==> config.mk <==
export PLATFORM = sky130hd
export DESIGN_NAME = pkt_read_scheduler_flat
export DESIGN_NICKNAME = d
export VERILOG_FILES = /design/src/rtl/pkt_read_scheduler_if.sv /design/src/rtl/pkt_read_scheduler.sv /design/src/flat_wrapper.sv
export SDC_FILE = /design/constraint.sdc
export NUM_CORES = 1
export LEC_CHECK = 0
export BUFFER_PORTS_ARGS = -buffer_cell sky130_fd_sc_hd__clkbuf_2
export CORE_MARGIN = 1
export CORE_UTILIZATION = 58
export DETAILED_ROUTE_END_ITERATION = 16
export GPL_TIMING_DRIVEN = 0
export PLACE_DENSITY = 0.85
export SYNTH_ARGS = -nofsm -noshare
export SYNTH_HDL_FRONTEND = slang
export SYNTH_SLANG_ARGS = --single-unit
==> constraint.sdc <==
create_clock -name clk -period 3.45 [get_ports clk]
set_input_delay 1.035 -clock clk [delete_from_list [all_inputs] [get_ports clk]]
set_output_delay 1.035 -clock clk [all_outputs]
set_load 0.05 [all_outputs]
==> src/rtl/pkt_read_scheduler_if.sv <==
// pkt_read_scheduler_if: regfile control, sample RAM read port and pad output bundle
interface pkt_read_scheduler_if #(
  parameter int ADDR_W = 14,
  parameter int DATA_W = 18,
  parameter int CNT_W  = 8
);
  logic              capture_start;
  logic              capture_again;
  logic [1:0]        cfg_data_length;
  logic [CNT_W-1:0]  cfg_idle_length;
  logic [CNT_W-1:0]  cfg_gap;
  logic              mem_rd_en;
  logic [ADDR_W-1:0] mem_rd_addr;
  logic [DATA_W-1:0] mem_rdata;
  logic [DATA_W-1:0] adc_data;
  logic              adc_data_valid;
  logic              pkt_sop;
  logic              pkt_eop;
  logic              rd_done;
  logic              busy;
  modport master (
    input  capture_start, capture_again, cfg_data_length, cfg_idle_length, cfg_gap, mem_rdata,
    output mem_rd_en, mem_rd_addr, adc_data, adc_data_valid, pkt_sop, pkt_eop, rd_done, busy
  );
  modport slave (
    output capture_start, capture_again, cfg_data_length, cfg_idle_length, cfg_gap, mem_rdata,
    input  mem_rd_en, mem_rd_addr, adc_data, adc_data_valid, pkt_sop, pkt_eop, rd_done, busy
  );
endinterface

==> src/rtl/pkt_read_scheduler.sv <==
// pkt_read_scheduler: frames sample RAM read-out into packets for the ADC_DATA pads (PKT_SCHED_FRAME_CNT_EN adds o_frame_cnt)
module pkt_read_scheduler #(
  parameter int ADDR_W    = 14,
  parameter int MEM_DEPTH = 13824,
  parameter int DATA_W    = 18,
  parameter int CNT_W     = 8,
  parameter int RD_LAT    = 1
) (
  input  logic clk,
  input  logic rstn,
`ifdef PKT_SCHED_FRAME_CNT_EN
  output logic [15:0] o_frame_cnt,
`endif
  pkt_read_scheduler_if.master bus
);
  typedef enum logic [2:0] {S_IDLE, S_LEAD, S_DATA, S_GAP, S_DONE} state_t;
  localparam logic [ADDR_W-1:0] LAST = ADDR_W'(MEM_DEPTH - 1);
  state_t            r_state, w_state_nxt, w_arm_state;
  logic [ADDR_W-1:0] r_addr;
  logic [CNT_W-1:0]  r_cnt, r_gap;
  logic [10:0]       r_wcnt, w_plen;
  logic [1:0]        r_len;
  logic              r_again;
  logic              w_arm, w_last_word, w_end_mem, w_rd_en, w_sop, w_eop;
  logic [2:0]        r_pipe [RD_LAT];
  logic              r_valid, r_sop, r_eop;
  logic [DATA_W-1:0] r_data;
  assign w_plen      = 11'd216 << r_len;
  assign w_last_word = r_wcnt == w_plen - 11'd1;
  assign w_end_mem   = r_addr == LAST;
  assign w_arm       = (r_state == S_IDLE && (bus.capture_start || bus.capture_again)) ||
                       (r_state == S_DONE && (r_again || bus.capture_again));
  assign w_arm_state = bus.cfg_idle_length == '0 ? S_DATA : S_LEAD;
  assign w_rd_en     = r_state == S_DATA;
  assign w_sop       = w_rd_en && r_wcnt == '0;
  assign w_eop       = w_rd_en && (w_last_word || w_end_mem);
  assign bus.mem_rd_en      = w_rd_en;
  assign bus.mem_rd_addr    = r_addr;
  assign bus.rd_done        = r_state == S_DONE;
  assign bus.busy           = r_state != S_IDLE;
  assign bus.adc_data       = r_data;
  assign bus.adc_data_valid = r_valid;
  assign bus.pkt_sop        = r_sop;
  assign bus.pkt_eop        = r_eop;
  // Next-state: lead-in, packet reads, inter-packet gap, one-cycle done with optional re-arm
  always_comb begin
    w_state_nxt = r_state;
    case (r_state)
      S_IDLE:  w_state_nxt = w_arm ? w_arm_state : S_IDLE;
      S_LEAD:  w_state_nxt = r_cnt == CNT_W'(1) ? S_DATA : S_LEAD;
      S_DATA:  w_state_nxt = w_end_mem ? S_DONE : (w_last_word && r_gap != '0) ? S_GAP : S_DATA;
      S_GAP:   w_state_nxt = r_cnt == CNT_W'(1) ? S_DATA : S_GAP;
      S_DONE:  w_state_nxt = w_arm ? w_arm_state : S_IDLE;
      default: w_state_nxt = S_IDLE;
    endcase
  end
  // State, config snapshot, address/word/idle counters and the re-arm flag
  always_ff @(posedge clk) begin
    if (!rstn) begin
      r_state <= S_IDLE;
      r_addr  <= '0;
      r_cnt   <= '0;
      r_gap   <= '0;
      r_wcnt  <= '0;
      r_len   <= '0;
      r_again <= 1'b0;
    end else begin
      r_state <= w_state_nxt;
      r_again <= (r_state == S_IDLE || r_state == S_DONE) ? 1'b0 : r_again | bus.capture_again;
      if (w_arm) begin
        r_len  <= bus.cfg_data_length;
        r_gap  <= bus.cfg_gap;
        r_cnt  <= bus.cfg_idle_length;
        r_addr <= '0;
        r_wcnt <= '0;
      end else if (r_state == S_DATA) begin
        r_addr <= w_end_mem ? '0 : r_addr + 1'b1;
        r_wcnt <= w_last_word ? '0 : r_wcnt + 1'b1;
        r_cnt  <= r_gap;
      end else if (r_state == S_LEAD || r_state == S_GAP) begin
        r_cnt <= r_cnt - 1'b1;
      end
    end
  end
  // Delay strobe/framing by the RAM latency, then register them with the returned sample
  always_ff @(posedge clk) begin
    if (!rstn) begin
      for (int i = 0; i < RD_LAT; i++) r_pipe[i] <= '0;
      r_valid <= 1'b0;
      r_sop   <= 1'b0;
      r_eop   <= 1'b0;
      r_data  <= '0;
    end else begin
      r_pipe[0] <= {w_rd_en, w_sop, w_eop};
      for (int i = 1; i < RD_LAT; i++) r_pipe[i] <= r_pipe[i-1];
      r_valid <= r_pipe[RD_LAT-1][2];
      r_sop   <= r_pipe[RD_LAT-1][1];
      r_eop   <= r_pipe[RD_LAT-1][0];
      r_data  <= r_pipe[RD_LAT-1][2] ? bus.mem_rdata : '0;
    end
  end
`ifdef PKT_SCHED_FRAME_CNT_EN
  logic [15:0] r_frame_cnt;
  assign o_frame_cnt = r_frame_cnt;
  // Packets emitted in the current run, restarted whenever a run is armed
  always_ff @(posedge clk) begin
    if (!rstn || w_arm) r_frame_cnt <= '0;
    else if (r_pipe[RD_LAT-1][0]) r_frame_cnt <= r_frame_cnt + 16'd1;
  end
`endif
endmodule

==> src/flat_wrapper.sv <==
// flat-port wrapper written by rule: the top's interface ports become plain ports
module pkt_read_scheduler_flat 
#(
  parameter int ADDR_W    = 14,
  parameter int MEM_DEPTH = 13824,
  parameter int DATA_W    = 18,
  parameter int CNT_W     = 8,
  parameter int RD_LAT    = 1
)
  (clk, rstn, bus_capture_start, bus_capture_again, bus_cfg_data_length, bus_cfg_idle_length, bus_cfg_gap, bus_mem_rdata, bus_mem_rd_en, bus_mem_rd_addr, bus_adc_data, bus_adc_data_valid, bus_pkt_sop, bus_pkt_eop, bus_rd_done, bus_busy);
  pkt_read_scheduler_if #(.ADDR_W(ADDR_W), .DATA_W(DATA_W), .CNT_W(CNT_W)) bus_i ();
  input  logic clk;
  input  logic rstn;
  input wire logic [$bits(bus_i.capture_start)-1:0] bus_capture_start;
  input wire logic [$bits(bus_i.capture_again)-1:0] bus_capture_again;
  input wire logic [$bits(bus_i.cfg_data_length)-1:0] bus_cfg_data_length;
  input wire logic [$bits(bus_i.cfg_idle_length)-1:0] bus_cfg_idle_length;
  input wire logic [$bits(bus_i.cfg_gap)-1:0] bus_cfg_gap;
  input wire logic [$bits(bus_i.mem_rdata)-1:0] bus_mem_rdata;
  output wire logic [$bits(bus_i.mem_rd_en)-1:0] bus_mem_rd_en;
  output wire logic [$bits(bus_i.mem_rd_addr)-1:0] bus_mem_rd_addr;
  output wire logic [$bits(bus_i.adc_data)-1:0] bus_adc_data;
  output wire logic [$bits(bus_i.adc_data_valid)-1:0] bus_adc_data_valid;
  output wire logic [$bits(bus_i.pkt_sop)-1:0] bus_pkt_sop;
  output wire logic [$bits(bus_i.pkt_eop)-1:0] bus_pkt_eop;
  output wire logic [$bits(bus_i.rd_done)-1:0] bus_rd_done;
  output wire logic [$bits(bus_i.busy)-1:0] bus_busy;
  assign bus_i.capture_start = bus_capture_start;
  assign bus_i.capture_again = bus_capture_again;
  assign bus_i.cfg_data_length = bus_cfg_data_length;
  assign bus_i.cfg_idle_length = bus_cfg_idle_length;
  assign bus_i.cfg_gap = bus_cfg_gap;
  assign bus_i.mem_rdata = bus_mem_rdata;
  assign bus_mem_rd_en = bus_i.mem_rd_en;
  assign bus_mem_rd_addr = bus_i.mem_rd_addr;
  assign bus_adc_data = bus_i.adc_data;
  assign bus_adc_data_valid = bus_i.adc_data_valid;
  assign bus_pkt_sop = bus_i.pkt_sop;
  assign bus_pkt_eop = bus_i.pkt_eop;
  assign bus_rd_done = bus_i.rd_done;
  assign bus_busy = bus_i.busy;
  pkt_read_scheduler #(.ADDR_W(ADDR_W), .MEM_DEPTH(MEM_DEPTH), .DATA_W(DATA_W), .CNT_W(CNT_W), .RD_LAT(RD_LAT)) u_core (.clk(clk), .rstn(rstn), .bus(bus_i));
endmodule
==> impl_metrics.env <==
export IMPL_h_tree_depth=3
export IMPL_cts_clk_slew_worst_paths_ps=80
export IMPL_syn_nets=435
export IMPL_cp_required_ps=2410
export IMPL_post_cts_resized=0
export IMPL_io_pins=78
export IMPL_synth_most_common_cell="dfxtp_1"
export IMPL_crit_type="reg -> out"
export IMPL_vias=3163
export IMPL_fillers=434
export IMPL_cts_root_buffer="clkbuf_8"
export IMPL_path_common_cell="buf_6"
export IMPL_grt_first_pass_wirelength_mm=13.8
export IMPL_grt_use_total=0.288
export IMPL_ir_worst_vdd_mv=0.322
export IMPL_slew_viol_final=0
export IMPL_cp_slowest_cell="or3b_1"
export IMPL_cts_root_to_sink_buffers=2
export IMPL_end_kind="output pin"
export IMPL_post_cts_buffers=0
export IMPL_r2r_slack_ps=1270
export IMPL_max_freq_mhz=341
export IMPL_drt_iter0_markers=168
export IMPL_portBuffers=76
export IMPL_yosysSeqAreaShare=0.424
export IMPL_globalplace_congestion=0.925
export IMPL_p_leak_nw=1.71
export IMPL_overflow=0
export IMPL_dieArea_um2=6090
export IMPL_yosys_warnings=0
export IMPL_critPathArrivalTime_ps=1900
export IMPL_hold_end="u_core.bus.pkt_eop$_SDFF_PN0_"
export IMPL_cpPeakStageDelay_ps=370
export IMPL_fin_crit_sh=0.850
export IMPL_antenna_cells_inserted=0
export IMPL_r2r_cells=6
export IMPL_drive_gt1_frac=0.234
export IMPL_startpoint_type="register"
export IMPL_r2r_end="u_core.r_wcnt[1]$_SDFFE_PP0P_"
export IMPL_synth_common_cells="dfxtp_1 (71), nand2_1 (45), and3_1 (21), nor2_1 (20), clkbuf_1 (17)"
export IMPL_firstDrtPassIters=6
export IMPL_synth_top_area_cell="dfxtp_1"
export IMPL_final_nets=521
export IMPL_drc=0
export IMPL_p_switching_w=0.000553
export IMPL_hp_class="reg -> reg"
export IMPL_power_share_clock=0.397
export IMPL_wl_mm=8.18
export IMPL_switching_share=0.287
export IMPL_min_delay_path_depth=1
export IMPL_clkSinkCount=71
export IMPL_cap_viol_max_count=0
export IMPL_area_growth_pct=20.7
export IMPL_num_rows=27
export IMPL_synth_area_um2=3350
export IMPL_core_um2=5540
export IMPL_finalSetupViolCount=0
export IMPL_dpl_hpwl_mm=5.85
export IMPL_clock_latency_ps=350
export IMPL_cts_buffers=9
export IMPL_clock_skew_ps=9.87
export IMPL_combPwrFrac=0.147
export IMPL_ant_nets=0
export IMPL_dp_cells=532
export IMPL_hold_buffers=0
export IMPL_setup_tns_ps=0
export IMPL_synthArstFlopShare=0
export IMPL_die_h_um=78.0
export IMPL_outcome="completed"
export IMPL_die_width_um=78.0
export IMPL_synth_area_top_cells="dfxtp_1 (42%), nand2_1 (5.0%), ha_1 (4.1%)"
export IMPL_sequentialPowerShare=0.456
export IMPL_synth_cell_types=56
export IMPL_hold_viol_final=0
export IMPL_cp_max_fo=19
export IMPL_antenna_found_initial=0
export IMPL_rr_startpoint="u_core.r_len[0]$_SDFFE_PN0P_"
export IMPL_synth_top_area_frac=0.424
export IMPL_avgViaCountPerCell=5.78
export IMPL_ys_flop_type="dfxtp_1"
export IMPL_maxSlewHeadroom=0.475
export IMPL_worst_pin_slew_ps=786
export IMPL_wire_per_inst_um=15.0
export IMPL_avgSynthCellArea_um2=8.73
export IMPL_fin_crit_ps=2930
export IMPL_first_global_vias=2971
export IMPL_rsz0062_at_grt="no"
export IMPL_power_per_cell_area_nw_per_um2=477
export IMPL_synth_edf_count=0
export IMPL_cp_cell_sequence="buf_4, or3b_1, buf_6, inv_2, buf_6, clkbuf_2"
export IMPL_start_util=0.605
export IMPL_cts_tree="built"
export IMPL_synth_cells=384
export IMPL_final_util=0.730
export IMPL_min_from="u_core.r_pipe[0][0]$_SDFF_PN0_"
export IMPL_synth_seq_cells=71
export IMPL_p_int_w=0.00138
export IMPL_finalNonFillerCells=547
export IMPL_grt_max_degree=15
-- critical path, delay by kind of cell (launching register included) --
family / cells / cell delay (ps)
buffers and inverters: 5 / 850
DFF: 1 / 330
and+or+nand+nor: 1 / 370
-- power by group through the flow --
stage	Combinational, W	Clock (W)	Sequential [W]
finish	0.000284	0.000766	0.000881
global route	0.000309	0.000807	0.000885
CTS	0.000279	0.000766	0.000879
detailed placement	0.000273	0	0.000898
global placement	0.000265	0	0.000896
floorplan	0.000196	0	0.000894
-- layout make-up --
type / instances / area (µm²) / area share
plain buffers: 24 / 121 / 0.0300
clock buffers: 9 / 124 / 0.0306
clock inverters: 7 / 103 / 0.0254
inverters: 13 / 48.8 / 0.0121
multi-input cells: 275 / 1760 / 0.434
flip-flops and latches: 71 / 1420 / 0.351
well taps: 72 / 90.1 / 0.0223
repair buffers: 76 / 380 / 0.0940
-- worst max-delay path by stage --
stage	startpoint	endpoint	slack, ps
4_1_cts	u_core.r_state[1]$_SDFF_PN0_	bus_mem_rd_en	120
6_report	u_core.r_state[1]$_SDFF_PN0_	bus_mem_rd_en	520
2_1_floorplan	u_core.r_state[2]$_SDFF_PN0_	bus_mem_rd_en	700
3_3_place_gp	u_core.r_state[1]$_SDFF_PN0_	bus_mem_rd_en	550
5_1_grt	u_core.r_state[1]$_SDFF_PN0_	bus_mem_rd_en	430
3_5_place_dp	u_core.r_state[1]$_SDFF_PN0_	bus_mem_rd_en	500
-- flip-flops by register name (all words and copies together) (netlist names), 2 cells and up --
name,flops
u_core.bus.adc_data,18
u_core.bus.mem_rd_addr,14
u_core.r_cnt,8
u_core.r_gap,8
u_core.r_len,2
u_core.r_pipe,3
u_core.r_state,3
u_core.r_wcnt,11
-- placed cells by master, fill, tap and decap left out, types with 2 or more instances in the layout --
master / count
clkbuf_1: 16
and4_1: 2
a21boi_0: 3
nor2_1: 20
buf_6: 3
buf_2: 4
o221ai_1: 2
or4_1: 2
and2_1: 7
nand3b_1: 3
bufinv_16: 2
nor3_1: 12
inv_1: 12
xor2_1: 13
o21bai_1: 3
xnor2_1: 13
clkbuf_2: 76
a211o_1: 2
and3_1: 21
o211ai_1: 6
a31oi_1: 3
nor4_1: 9
o21ai_0: 11
o32ai_1: 2
nand2_1: 45
ha_1: 11
nand3_1: 13
inv_6: 3
mux2_2: 2
a211oi_1: 8
o2bb2ai_1: 3
a21oi_1: 16
or3_1: 9
nand2b_1: 3
nand4_1: 10
clkbuf_8: 9
dfxtp_1: 71
-- per-stage QoR --
step / hold slack [ps] / total power [W] / setup slack (ps) / cell area, µm²
CTS: 435 / 0.00192 / 122 / 4050
finish: 436 / 0.00193 / 517 / 4050
detailed placement: 418 / 0.00117 / 503 / 3820
global route: 448 / 0.00200 / 434 / 4050
global placement: 419 / 0.00116 / 546 / 3820
floorplan: 412 / 0.00109 / 697 / 3350
-- layer usage --
metal	track usage	vias up	wire length [µm]
met1	0.358	1429	3450
met2	0.494	162	3970
met3	0.0581	27	580
met4	0.109	0	178
met5	0	-	0
li1	-	1545	-
-- logic make-up after synthesis --
family | synth area share
and+or+nand+nor | 0.256
AOI/OAI and AO/OA | 0.150
DFF | 0.424
buffers and inverters | 0.0519
xor gates and xnor gates | 0.0679
adders and majority gates | 0.0410
muxes | 0.00970
Power figures use the tool's default switching activity.
